$ cat src/rtl/pcie_rst_pkg.sv
// Shared definitions for the PCIe application reset scheduler: sequencer states,
// the LTSSM L0 code and a small helper for sizing the shared step timer.
package pcie_rst_pkg;

    typedef enum logic [2:0] {
        ST_IDLE    = 3'd0,
        ST_RELEASE = 3'd1,
        ST_RUN     = 3'd2,
        ST_QUIESCE = 3'd3,
        ST_ASSERT  = 3'd4,
        ST_HOLD    = 3'd5
    } seq_state_t;

    localparam logic [4:0] LTSSM_L0 = 5'h0F;

    function automatic int max3(input int a, input int b, input int c);
        int m;
        m = (a > b) ? a : b;
        return (m > c) ? m : c;
    endfunction

endpackage

$ cat src/rtl/pcie_rst_step_timer.sv
// Saturating load/enable down-counter; expired is high while the count sits at zero.
module pcie_rst_step_timer #(
    parameter int W = 8
) (
    input  logic         clk,
    input  logic         rst,
    input  logic         load,
    input  logic         en,
    input  logic [W-1:0] load_val,
    output logic         expired
);

    logic [W-1:0] cnt;

    always_ff @(posedge clk or posedge rst) begin
        if (rst) begin
            cnt <= '0;
        end else if (load) begin
            cnt <= load_val;
        end else if (en && cnt != '0) begin
            cnt <= cnt - 1'b1;
        end
    end

    assign expired = (cnt == '0);

endmodule

$ cat src/rtl/pcie_app_rst_sched.sv
// Per-client application reset sequencer behind the PCIe HIP: staged release once the
// link is usable, quiesce then reverse-order reassert on link loss or soft reset.
module pcie_app_rst_sched
    import pcie_rst_pkg::*;
#(
    parameter int N_CLIENTS = 4,
    parameter int GAP_CYC   = 16,
    parameter int QTO_CYC   = 4096,
    parameter int HOLD_CYC  = 64
) (
    input  logic                 pld_clk,
    input  logic                 crst,
    input  logic                 app_rstn,
    input  logic                 dl_up,
    input  logic [4:0]           ltssm,
    input  logic                 sw_rst_req,
    input  logic [N_CLIENTS-1:0] quiesce_ack,
    output logic [N_CLIENTS-1:0] client_rstn,
    output logic [N_CLIENTS-1:0] quiesce_req,
    output logic                 ready,
    output logic                 qto_err,
    output logic [2:0]           seq_state
);

    localparam int CW = $clog2(max3(GAP_CYC, QTO_CYC, HOLD_CYC)) + 1;
    localparam int IW = (N_CLIENTS > 1) ? $clog2(N_CLIENTS) : 1;

    localparam logic [CW-1:0] GAP_LD  = CW'(GAP_CYC - 1);
    localparam logic [CW-1:0] QTO_LD  = CW'(QTO_CYC - 1);
    localparam logic [CW-1:0] HOLD_LD = CW'(HOLD_CYC - 1);
    localparam logic [IW-1:0] LAST    = IW'(N_CLIENTS - 1);

    seq_state_t      state;
    logic [IW-1:0]   idx;
    logic            link_ok;
    logic            emerg;
    logic            all_ack;
    logic            expired;
    logic            tmr_load;
    logic            tmr_en;
    logic [CW-1:0]   tmr_val;

    assign emerg     = !app_rstn && (state != ST_IDLE) && (state != ST_HOLD);
    assign all_ack   = &quiesce_ack;
    assign seq_state = state;

    // The timer is preloaded in the cycle a timed state is entered, so each state
    // sees its first expiry exactly GAP/QTO/HOLD cycles after entry.
    always_comb begin
        tmr_load = 1'b0;
        tmr_en   = 1'b0;
        tmr_val  = GAP_LD;
        if (emerg) begin
            tmr_load = 1'b1;
            tmr_val  = HOLD_LD;
        end else begin
            case (state)
                ST_IDLE: tmr_load = 1'b1;
                ST_RELEASE: begin
                    tmr_en   = 1'b1;
                    tmr_load = !link_ok || expired;
                end
                ST_RUN: begin
                    tmr_load = 1'b1;
                    tmr_val  = QTO_LD;
                end
                ST_QUIESCE: begin
                    tmr_en   = 1'b1;
                    tmr_load = all_ack || expired;
                end
                ST_ASSERT: begin
                    tmr_en   = 1'b1;
                    tmr_load = expired;
                    tmr_val  = (idx == '0) ? HOLD_LD : GAP_LD;
                end
                ST_HOLD: tmr_en = 1'b1;
                default: begin
                    tmr_load = 1'b1;
                    tmr_val  = HOLD_LD;
                end
            endcase
        end
    end

    pcie_rst_step_timer #(.W(CW)) u_timer (
        .clk      (pld_clk),
        .rst      (crst),
        .load     (tmr_load),
        .en       (tmr_en),
        .load_val (tmr_val),
        .expired  (expired)
    );

    always_ff @(posedge pld_clk or posedge crst) begin
        if (crst) begin
            state       <= ST_IDLE;
            idx         <= '0;
            link_ok     <= 1'b0;
            client_rstn <= '0;
            quiesce_req <= '0;
            ready       <= 1'b0;
            qto_err     <= 1'b0;
        end else begin
            link_ok <= app_rstn && dl_up && (ltssm == LTSSM_L0);
            if (emerg) begin
                state       <= ST_HOLD;
                idx         <= '0;
                client_rstn <= '0;
                quiesce_req <= '0;
                ready       <= 1'b0;
            end else begin
                case (state)
                    ST_IDLE: begin
                        if (link_ok) begin
                            state <= ST_RELEASE;
                            idx   <= '0;
                        end
                    end
                    ST_RELEASE: begin
                        if (!link_ok) begin
                            state <= ST_ASSERT;
                            idx   <= LAST;
                        end else if (expired) begin
                            client_rstn[idx] <= 1'b1;
                            if (idx == LAST) begin
                                state <= ST_RUN;
                                ready <= 1'b1;
                            end else begin
                                idx <= idx + 1'b1;
                            end
                        end
                    end
                    ST_RUN: begin
                        if (sw_rst_req || !link_ok) begin
                            state       <= ST_QUIESCE;
                            ready       <= 1'b0;
                            quiesce_req <= '1;
                        end
                    end
                    ST_QUIESCE: begin
                        // A simultaneous ack and timeout counts as drained, not as an error.
                        if (all_ack) begin
                            state <= ST_ASSERT;
                            idx   <= LAST;
                        end else if (expired) begin
                            qto_err <= 1'b1;
                            state   <= ST_ASSERT;
                            idx     <= LAST;
                        end
                    end
                    ST_ASSERT: begin
                        if (expired) begin
                            client_rstn[idx] <= 1'b0;
                            if (idx == '0) begin
                                state       <= ST_HOLD;
                                quiesce_req <= '0;
                            end else begin
                                idx <= idx - 1'b1;
                            end
                        end
                    end
                    ST_HOLD: begin
                        if (expired) begin
                            state <= ST_IDLE;
                        end
                    end
                    default: begin
                        state       <= ST_HOLD;
                        idx         <= '0;
                        client_rstn <= '0;
                        quiesce_req <= '0;
                        ready       <= 1'b0;
                    end
                endcase
            end
        end
    end

endmodule

$ cat config.mk
export PLATFORM = sky130hd
export DESIGN_NAME = pcie_app_rst_sched
export DESIGN_NICKNAME = d
export VERILOG_FILES = /design/src/rtl/pcie_rst_pkg.sv /design/src/rtl/pcie_rst_step_timer.sv /design/src/rtl/pcie_app_rst_sched.sv
export SDC_FILE = /design/constraint.sdc
export NUM_CORES = 1
export LEC_CHECK = 0
export CAP_MARGIN = 20
export CELL_PAD_IN_SITES_DETAIL_PLACEMENT = 1
export CELL_PAD_IN_SITES_GLOBAL_PLACEMENT = 1
export CORE_MARGIN = 3
export CORE_UTILIZATION = 47
export CTS_CLUSTER_SIZE = 16
export DETAILED_ROUTE_END_ITERATION = 8
export DONT_BUFFER_PORTS = 1
export GPL_ROUTABILITY_DRIVEN = 0
export HOLD_SLACK_MARGIN = 0.05
export PLACE_DENSITY_LB_ADDON = 0.1
export RECOVER_POWER = 50
export SLEW_MARGIN = 25
export SYNTH_ARGS = -nofsm -noshare
export SYNTH_HDL_FRONTEND = slang
export SYNTH_SLANG_ARGS = --single-unit
export TNS_END_PERCENT = 30
$ cat constraint.sdc
create_clock -name pld_clk -period 2.28 [get_ports pld_clk]
set_clock_uncertainty 0.15 [all_clocks]
set_input_delay 0.228 -clock pld_clk [delete_from_list [all_inputs] [get_ports pld_clk]]
set_output_delay 0.228 -clock pld_clk [all_outputs]
set_load 0.02 [all_outputs]
==> impl_results.md, run 1 <==
- Largest family of logic cells by synthesized area: compound AO/OA/AOI/OAI gates
- Post-synthesis adder-cell area fraction: 0.0410
- Multi-input gate area: 1080 sq um
- Final core utilization: 0.552
- Startpoint types: flip-flop
- Chip width: 68.5 um
- Cell taking the most area after synthesis: dfrtp_1
- Synth top area cells: dfrtp_1 35%, o21ai_0 5.2%, nand2_1 5.1%
- Crit. End Element: flip-flop
- Final min period: 2160 ps
- Min-delay worst type: input pin to flip-flop
- Num CTS Buffers: 3
- CTS tree: yes
- # IOs: 27
- Switching Fraction: 0.431
- Core area: 3720 sq um
- Syn Inst Count: 210
- DRC: 0
- Initial DRC Count: 53
- Area of the mapped netlist: 1830 sq um
- Layout Nets: 244
- Routed Antenna Nets: 0
- P&R area growth vs syn: 11.9%
- Power per Cell Area: 1000 nW/um^2
- Setup TNS: 0 ps
- Fillcell total: 450
- Clock Tree Root: clkbuf_8
- Die Height: 68.5 um
- CTS clk-pin slew, worst paths: 90 ps
- Sinks on Clock Net: 26
- Most frequent cells in the layout: 26 x dfrtp_1, 25 x nand2_1, 19 x o21ai_0
- Flop pwr share: 0.306
- # port buffers: 0
- Pins Over Slew Limit: 0
- Commonest non-fill, non-tap cell in the layout: dfrtp_1
- Arr. time, crit path: 2190 ps
- Post-synth top flop: dfrtp_1
- Total die area: 4690 sq um
- Post-Synth XOR/XNOR Area: 0.0334
- Leak pwr: 0.894 nW
- Initial antenna violation count: 0
- Async S/R FF share, synth: 1.00
- Max-cap violations: 0
- RSZ-0062 raised after global routing: no
- Worst Tran Pin Value: 790 ps
- Fmax: 0.462 GHz
- Wire per inst: 18.6 um
- Clock Power Share: 0.147
- Row count: 22
- DR vias: 1629
- Share of cells above drive strength 1: 0.161
- Largest net degree at the start of global routing: 19
- Post-Place Setup Slack: 97.1 ps
- Status: finished, final reports clean
- Clock buffer depth: 2
- Initial Utilization: 0.493
- CP Data Required Time: 2300 ps
- Register area share after synthesis: 0.355
- Psw: 0.887 mW
- Detail Placement HPWL: 4000 um
- Final setup viols: 0
- Worst setup margin: 115 ps
- Post-Synth Simple-Gate Area: 0.235
- Number of synthesized flops with an enable pin: 0
- Period utilisation layout: 0.950
- Global-route wire length before repair: 8220 um
- #FFs+latches synth: 26
- Synth warn: 0
- Diodes inserted: 0
- Largest fanout on the critical path: 10
- Pint: 1.17 mW
- CTS resizes: 0
- Post-synthesis area per instance: 8.73 sq um
- Remaining Overflow, GRT: 0
- Crit path kind: flip-flop to flip-flop
- Later-pin clock latency in the skew report: 280 ps
- Final WL: 5040 um
- Max VDD drop: 0.407 mV
- Yosys top cell area share: 0.355
- Post-Syn Nets: 230
- Final hold viol count: 0
- Total Power: 2.06 mW
- Sequential cell area: 651 sq um
- Compound-Gate Fraction of Synth Area: 0.258
- Drt pass-1 iters: 4
- H-tree levels: 1
- Combinational share of power: 0.547
- Total track usage: 0.239
- Vias in the first global route: 1665
- Mux cell area share after synthesis: 0.0198
- Count of different cell masters after synthesis: 60
- Rel. slew slack: 0.473
- Avg Vias per Cell: 6.01
## critical path: stages, from the launching register on
cell,delay [ps]
dfrtp_1,400
inv_1,120
ha_1,180
nor2b_1,270
nand4_4,250
o21ai_4,170
o2111ai_4,170
mux2_4,330
## through the flow
step                      instance area, sq um  hold WS (ps)  cells
after floorplan                           1830           118    210
after global placement                    1950          10.4    261
after detailed placement                  1950          18.0    261
after CTS                                 2040          63.3    269
after global routing                      2050          86.6    271
final                                     2050          60.4    271
## final cells by class
cell class	instances	area share
well taps	48	0.0293
multi-input cells	161	0.525
repair buffers	22	0.0835
flip-flops and latches	26	0.317
inverters	10	0.0183
clock buffers	4	0.0268
## power groups by stage
stage | combinational [mW] | sequential [mW] | clock, mW
final | 1.13 | 0.630 | 0.302
after global placement | 1.03 | 0.631 | 0
after floorplan | 0.774 | 0.628 | 0
after detailed placement | 1.08 | 0.638 | 0
after CTS | 1.10 | 0.630 | 0.309
after global routing | 1.25 | 0.639 | 0.329
## logic make-up (layout without fill, tap and decap cells)
group           count (synthesis)  count (layout)
xor+xnor                        7               7
simple gates                   79              79
buf+inv                        23              36
mux                             3               3
compound gates                 66              66
flops                          26              26
fa+ha+maj                       6               6
## Yosys cell counts, drive strengths merged (4+ instances only)
cell / instances
a21oi: 15
buf: 8
clkbuf: 5
dfrtp: 26
ha: 6
inv: 10
nand2: 25
nand3: 4
nor2: 17
nor2b: 7
nor3: 5
o21ai: 21
o22ai: 4
xnor2: 4
## registers in the layout, indices dropped and copies added (netlist names)
register / flops
client_rstn: 4
quiesce_req: 1
link_ok: 1
ready: 1
u_timer.cnt: 13
idx: 2
qto_err: 1
seq_state: 3
## routing by layer
layer  vias up  GRT usage  routed length (um)
met5         -          0                   0
li1        778          -                   -
met2        24      0.426                2670
met4         0     0.0819                  86
met3         7     0.0328                 140
met1       820      0.291                2150
## worst paths after layout
path	from	to	slack [ps]	depth (start not counted)
worst min-delay path	app_rstn	seq_state[1]	60	2
worst max-delay path	u_timer.cnt[0]	seq_state[0]	120	7
min in group asynchronous	crst	seq_state[0]	260	2
worst max register to register	u_timer.cnt[0]	seq_state[0]	120	7
max in group asynchronous	crst	u_timer.cnt[5]	650	3
worst min register to register	u_timer.cnt[3]	u_timer.cnt[3]	410	1
## what timing repair did
| item | 4_1_cts | 5_1_grt |
|---|---|---|
| buffers inserted | 0 | 2 |
| hold buffers | 4 | 0 |
| endpoints found under the hold margin | 14 | 0 |
| endpoints found under the setup margin | 0 | 3 |
Note: power is estimated with default switching activity, not from simulation.
==> inputs of run 2 (changes only) <==
Settings changed: ABC_AREA set to 1, CORE_UTILIZATION 47 to 45.
==> run 2 against run 1 <==
- the run now ends with capacitance limit, slew limit left
- maximum frequency grew 12%
- highest routed layer unchanged
- sequential cell count is the same
- synthesized cell count up 25%
- first-iteration DRC count up 1.9%
- clock power about the same
- area after synthesis is 2.7% higher
- register-to-register slack improved by 250 ps
- core utilization is 2.3 points lower
- die area rose by 6.6%
- cell area decreased by 0.55%
- sequential share of layout area increased by 0.17 points
- combinational power rose by 12%
- largest power group unchanged
==> impl_results.md, run 2 <==
- Power per Cell Area: 1130 nW/um^2
- Global-route wire length before repair: 8360 um
- Core area: 3850 sq um
- Clock Tree Root: clkbuf_8
- Vias in the first global route: 1778
- Synth warn: 0
- Max VDD drop: 0.575 mV
- DRC: 0
- WP buf/inv: 3
- RSZ-0062 raised after global routing: no
- Syn Inst Count: 263
- Reg with most FFs: u_timer.cnt
- # IOs: 27
- Num CTS Buffers: 3
- Period utilisation layout: 0.849
- Crit. End Element: asynchronous set/reset pin
- Sinks on Clock Net: 26
- Die Height: 70.7 um
- Sequential cell area: 651 sq um
- Fillcell total: 518
- Setup TNS: 0 ps
- Combinational share of power: 0.550
- Row count: 22
- Startpoint types: input pin
- Largest fanout on the critical path: 26
- Synth cell count leaders: 62 x nand2_1, 32 x nand3_1, 29 x inv_1
- Drt pass-1 iters: 4
- Yosys top cell area share: 0.346
- Share of cells above drive strength 1: 0.129
- Max reg flops: 13
- Count of different cell masters after synthesis: 30
- Cell taking the most area after synthesis: dfrtp_1
- Rel. slew slack: -0.00370
- Remaining Overflow, GRT: 0
- Number of synthesized flops with an enable pin: 0
- Multi-input gate area: 1070 sq um
- Clock Power Share: 0.131
- Fmax: 0.516 GHz
- Post-Syn Nets: 283
- Final setup viols: 0
- Min-delay worst type: input pin to flip-flop
- Most frequent cells in the layout: 62 x nand2_1, 32 x nand3_1, 29 x inv_1
- Post-route cell area: 2040 sq um
- P&R area growth vs syn: 8.44%
- Largest net degree at the start of global routing: 27
- DR vias: 1708
- Async S/R FF share, synth: 1.00
- Diodes inserted: 0
- H-tree levels: 1
- CTS tree: yes
- Later-pin clock latency in the skew report: 270 ps
- Total die area: 4990 sq um
- Max-cap violations: 1
- Crit path kind: input pin to asynchronous set/reset pin
- Cell Area, Placed: 1960 sq um
- Failing checks: capacitance limit, slew limit
- Total track usage: 0.208
- Pins Over Slew Limit: 26
- Worst setup margin: 343 ps
- Detail Placement HPWL: 3790 um
- # port buffers: 0
- Routed Antenna Nets: 0
- CP cell instances: dlygate4sd3_1 > inv_1 > clkbuf_1
- Non-Filler Instances: 320
- Final hold viol count: 0
- Status: complete, but fails checks
- Placed Cells: 313
- Switching Fraction: 0.502
- Worst Tran Pin Value: 1510 ps
- CP max stage delay: 1090 ps
- Synth top area cells: dfrtp_1 35%, nand2_1 12%, nand3_1 8.5%
- Avg Vias per Cell: 5.34
- Final min period: 1940 ps
- Pint: 1.15 mW
- CP delay by family, top: buffers and inverters
- Arr. time, crit path: 1920 ps
- Chip width: 70.7 um
- Post-Place Setup Slack: 379 ps
- Post-synthesis area per instance: 7.16 sq um
- Layout Nets: 293
- Commonest non-fill, non-tap cell in the layout: nand2_1
- Final WL: 4890 um
- Setup bufs post-CTS: 0
- #FFs+latches synth: 26
- Wire per inst: 15.3 um
- Leak pwr: 1.05 nW
- Post-synth top flop: dfrtp_1
- CP Data Required Time: 2260 ps
- Initial Utilization: 0.488
- Register area share after synthesis: 0.346
- Area of the mapped netlist: 1880 sq um
- Total Power: 2.30 mW
- Flop pwr share: 0.319
- Clock buffer depth: 2
- Psw: 1.16 mW
- CTS clk-pin slew, worst paths: 90 ps
- Initial antenna violation count: 0
- Worst path slowest cell: clkbuf_1
- Cell with the most instances after synthesis: nand2_1
- Initial DRC Count: 54
==> run 2: logic make-up (layout without fill, tap and decap cells) <==
family | after synthesis | count (layout) | share of synthesized area
buffers and inverters | 40 | 49 | 0.0864
DFF | 26 | 26 | 0.346
AOI/OAI and AO/OA | 39 | 39 | 0.118
and+or+nand+nor | 142 | 142 | 0.363
xor gates and xnor gates | 9 | 9 | 0.0419
adders and majority gates | 7 | 7 | 0.0452
==> run 2: path summary, 6_finish.rpt <==
path | cells past startpoint | start | slack [ps] | to
setup / recovery | 3 | crst | 340 | client_rstn[3]
min in group asynchronous | 3 | crst | 770 | ready
max in group pld_clk | 9 | seq_state[0] | 370 | seq_state[2]
hold reg to reg | 2 | u_timer.cnt[0] | 370 | u_timer.cnt[0]
setup reg to reg | 9 | seq_state[0] | 370 | seq_state[2]
hold / removal | 4 | app_rstn | 150 | ready
==> run 2: per-stage QoR <==
step | hold WS [ps] | utilization
2_1_floorplan | 118 | -
3_3_place_gp | 51.1 | 0.508
3_5_place_dp | 58.2 | 0.508
4_1_cts | 156 | 0.531
5_1_grt | 190 | 0.530
6_report | 151 | 0.530
==> run 2: repair_timing <==
action,CTS,global route
gates resized for setup,0,0
hold buffers,3,0
endpoints found under the hold margin,27,0
==> run 2: cell type report <==
cell class | instances | share of cell area
Multi-Input combinational cell | 197 | 0.524
Sequential cell | 26 | 0.319
Inverter | 36 | 0.0662
Timing Repair Buffer | 9 | 0.0349
Tap cell | 48 | 0.0294
Clock buffer | 4 | 0.0270
==> run 2: worst min-delay path, cell delays in order <==
cell and delay (ps):
inv_1 130, nor2_1 80, inv_1 40, o21ai_1 60
==> run 2: per-layer routing <==
layer / GRT usage / wire length [um] / part of all wire
met1: 0.272 / 2210 / 0.45
met2: 0.365 / 2530 / 0.52
met3: 0.0241 / 69 / 0.014
met4: 0.0585 / 78 / 0.016
met5: 0 / 0 / 0
==> run 2: power groups by stage <==
| stage | logic (mW) | clock network (mW) | registers (mW) |
|---|---|---|---|
| floorplan | 0.969 | 0 | 0.743 |
| global placement | 1.23 | 0 | 0.738 |
| detailed placement | 1.27 | 0 | 0.743 |
| CTS | 1.28 | 0.312 | 0.734 |
| global route | 1.45 | 0.334 | 0.755 |
| finish | 1.27 | 0.302 | 0.735 |
==> inputs of run 3 (changes only) <==
Settings changed: CORE_UTILIZATION 45 to 41.
Clock period 2.28 ns to 1.6 ns, I/O delays scaled along.
==> run 3 against run 2 <==
- the flow now stops in global routing
- area after synthesis unchanged
- synthesized cell count unchanged
==> impl_results.md, run 3 <==
- Synth top area cells: dfrtp_1 35%, nand2_1 12%, nand3_1 8.5%
- #FFs+latches synth: 26
- Chip width: 73.7 um
- # IOs: 27
- Die Height: 73.7 um
- Cell taking the most area after synthesis: dfrtp_1
- Num CTS Buffers: 3
- H-tree levels: 1
- Count of different cell masters after synthesis: 30
- Detail Placement HPWL: 4600 um
- Register area share after synthesis: 0.346
- Worst End Pin Type: register data pin
- Synth warn: 0
- Area of the mapped netlist: 1880 sq um
- Error: [ERROR DPL-0033] detailed placement checks failed during check placement.
- Post-synth top flop: dfrtp_1
- Yosys top cell area share: 0.346
- Post-Syn Nets: 283
- Clock Tree Root: clkbuf_8
- GRT worst endpoint: seq_state[2]$_DFFE_PP0P_/D
- Async S/R FF share, synth: 1.00
- Row count: 24
- Initial antenna violation count: 0
- # port buffers: 0
- Sinks on Clock Net: 26
- Halt Stage: global routing
- Status: did not finish
- Syn Inst Count: 263
- Cell with the most instances after synthesis: nand2_1
- Synth cell count leaders: 62 x nand2_1, 32 x nand3_1, 29 x inv_1
- Clock buffer depth: 2
- Largest net degree at the start of global routing: 18
- Number of synthesized flops with an enable pin: 0
- Initial Utilization: 0.429
- Post-synthesis area per instance: 7.16 sq um
[run 3: repair_timing]
action,CTS
hold endpoints to repair,27
gates cloned,1
setup endpoints to repair,24
hold buffers,3
buffers inserted,12
resized for setup,74
pin swaps,28
[run 3: through the flow]
stage                     area, sq um  TNS [ps]  worst slack [ps]  instances
after floorplan                  1920      -644             -68.5        263
after detailed placement         2450     -3330              -229        374
after CTS                        2900     -2090              -120        393
after global placement           2450     -2230              -175        374
[run 3: logic make-up after synthesis]
kind of cell	Yosys count	share of synthesized area
compound gates	39	0.118
xor+xnor	9	0.0419
fa+ha+maj	7	0.0452
buf+inv	40	0.0864
flops	26	0.346
simple gates	142	0.363
==> inputs of run 4 (changes only) <==
Settings changed: CELL_PAD_IN_SITES_DETAIL_PLACEMENT 1 to not set, CELL_PAD_IN_SITES_GLOBAL_PLACEMENT 1 to not set, CORE_UTILIZATION 41 to 40, CTS_CLUSTER_SIZE 16 to not set, HOLD_SLACK_MARGIN 0.05 to not set, PLACE_DENSITY_LB_ADDON 0.1 to 0.15.
Clock period 1.6 ns to 2.08 ns, I/O delays scaled along.
==> run 4 against run 3 <==
- the flow now finishes without violations
==> impl_results.md, run 4 (synthesized netlist as in run 2, its figures left out) <==
- Sequential cell area: 651 sq um
- Row count: 24
- Worst setup margin: 194 ps
- Max VDD drop: 0.732 mV
- # IOs: 27
- Global-route wire length before repair: 7220 um
- DRC: 0
- CP max stage delay: 470 ps
- Combinational share of power: 0.552
- Layout Nets: 299
- Total track usage: 0.167
- Capturing point of the worst reg2reg path: u_timer.cnt[3]
- Pins Over Slew Limit: 0
- Reg with most FFs: u_timer.cnt
- Period utilisation layout: 0.907
- Startpoint types: flip-flop
- Share of cells above drive strength 1: 0.151
- Fillcell total: 461
- Worst path slowest cell: dfrtp_1
- Diodes inserted: 0
- R2r worst-path depth: 8
- CP cell instances: nor2_2 > nand2_1 > nand3_4 > nand2_2 > nor2_8 > nand2_4 > inv_2 > o211ai_1
- Final hold viol count: 0
- Final min period: 1890 ps
- Worst Tran Pin Value: 666 ps
- FF-to-FF Start: seq_state[2]
- Later-pin clock latency in the skew report: 270 ps
- Hold depth: 4
- Crit path kind: flip-flop to flip-flop
- H-tree levels: 1
- Flop pwr share: 0.319
- CTS clk-pin slew, worst paths: 90 ps
- Cell Area, Placed: 1980 sq um
- Core area: 4440 sq um
- Placed Cells: 319
- Largest net degree at the start of global routing: 27
- Initial Utilization: 0.423
- Status: finished, final reports clean
- Reg2reg setup slack: 190 ps
- Detail Placement HPWL: 3270 um
- Clock Tree Root: clkbuf_8
- Chip width: 74.6 um
- RSZ-0062 raised after global routing: yes
- Multi-input gate area: 1070 sq um
- Arr. time, crit path: 1890 ps
- Vias in the first global route: 1574
- Switching Fraction: 0.487
- Leak pwr: 1.08 nW
- Psw: 1.23 mW
- CP Data Required Time: 2080 ps
- Wire per inst: 12.6 um
- CP delay by family, top: simple AND/OR/NAND/NOR gates
- Fmax: 0.530 GHz
- P&R area growth vs syn: 11.4%
- Clock buffer depth: 2
- Power per Cell Area: 1200 nW/um^2
- DR vias: 1646
- Crit. End Element: flip-flop
- # port buffers: 0
- Max reg flops: 13
- Die Height: 74.6 um
- Avg Vias per Cell: 4.99
- Hold path startpoint: app_rstn
- Initial DRC Count: 92
- Final WL: 4150 um
- CTS tree: yes
- Num CTS Buffers: 3
- Hold path endpoint: ready
- Commonest non-fill, non-tap cell in the layout: nand2_1
- Max-cap violations: 0
- Most frequent cells in the layout: 62 x nand2_1, 32 x nand3_1, 29 x inv_1
- Remaining Overflow, GRT: 0
- Non-Filler Instances: 330
- Initial antenna violation count: 0
- WP buf/inv: 1
- Rel. slew slack: 0.556
- Total die area: 5560 sq um
- Sinks on Clock Net: 26
- Clock Power Share: 0.129
- Routed Antenna Nets: 0
- Pint: 1.29 mW
- Largest fanout on the critical path: 16
- Post-route cell area: 2100 sq um
- Min-delay worst type: input pin to flip-flop
- Drt pass-1 iters: 4
- Post-Place Setup Slack: 172 ps
- Final setup viols: 0
## run 4: timing repair
action,in CTS,in global routing
setup buffers,0,4
endpoints found under the setup margin,0,12
hold buffers,3,0
hold endpoints to repair,27,0
gates resized for setup,0,1
## run 4: worst max-delay path by stage
stage | startpoint | end | slack [ps] | depth (start not counted)
6_report | seq_state[2] | u_timer.cnt[3] | 190 | 8
5_1_grt | u_timer.cnt[0] | seq_state[2] | -6 | 11
4_1_cts | seq_state[2] | u_timer.cnt[2] | 150 | 8
3_5_place_dp | seq_state[2] | u_timer.cnt[11] | 170 | 8
3_3_place_gp | seq_state[2] | u_timer.cnt[2] | 220 | 8
2_1_floorplan | seq_state[2] | u_timer.cnt[10] | 330 | 8
## run 4: tightest hold or removal path, cell delays in order
cell and delay, ps:
inv_1 130, nor2_1 80, inv_1 40, o21ai_1 60
## run 4: power groups by stage
stage	Combinational, mW	Clock (mW)	Sequential (mW)
after detailed placement	1.34	0	0.814
after global placement	1.34	0	0.812
final	1.39	0.326	0.804
after floorplan	1.06	0	0.815
after CTS	1.35	0.344	0.806
after global routing	1.59	0.363	0.831
## run 4: layout make-up
class,count,share of cell area
inverter,36,0.0644
timing repair buffer,15,0.0561
clock buffer,4,0.0263
sequential,26,0.310
multi-input combinational,197,0.512
tap,52,0.0310
## run 4: metrics by stage
stage	setup TNS [ps]	power, mW	utilization	hold WS [ps]
2_1_floorplan	0	1.88	-	98.0
3_3_place_gp	0	2.15	0.445	37.0
3_5_place_dp	0	2.16	0.445	37.3
4_1_cts	0	2.50	0.465	127
5_1_grt	-6.31	2.78	0.472	142
6_report	0	2.52	0.472	127
## run 4: routing by layer
layer,vias up,part of all wire,global-route usage
li1,878,-,-
met1,753,0.49,0.226
met2,11,0.48,0.277
met3,4,0.021,0.0257
met4,0,0.0082,0.0435
met5,-,0,0
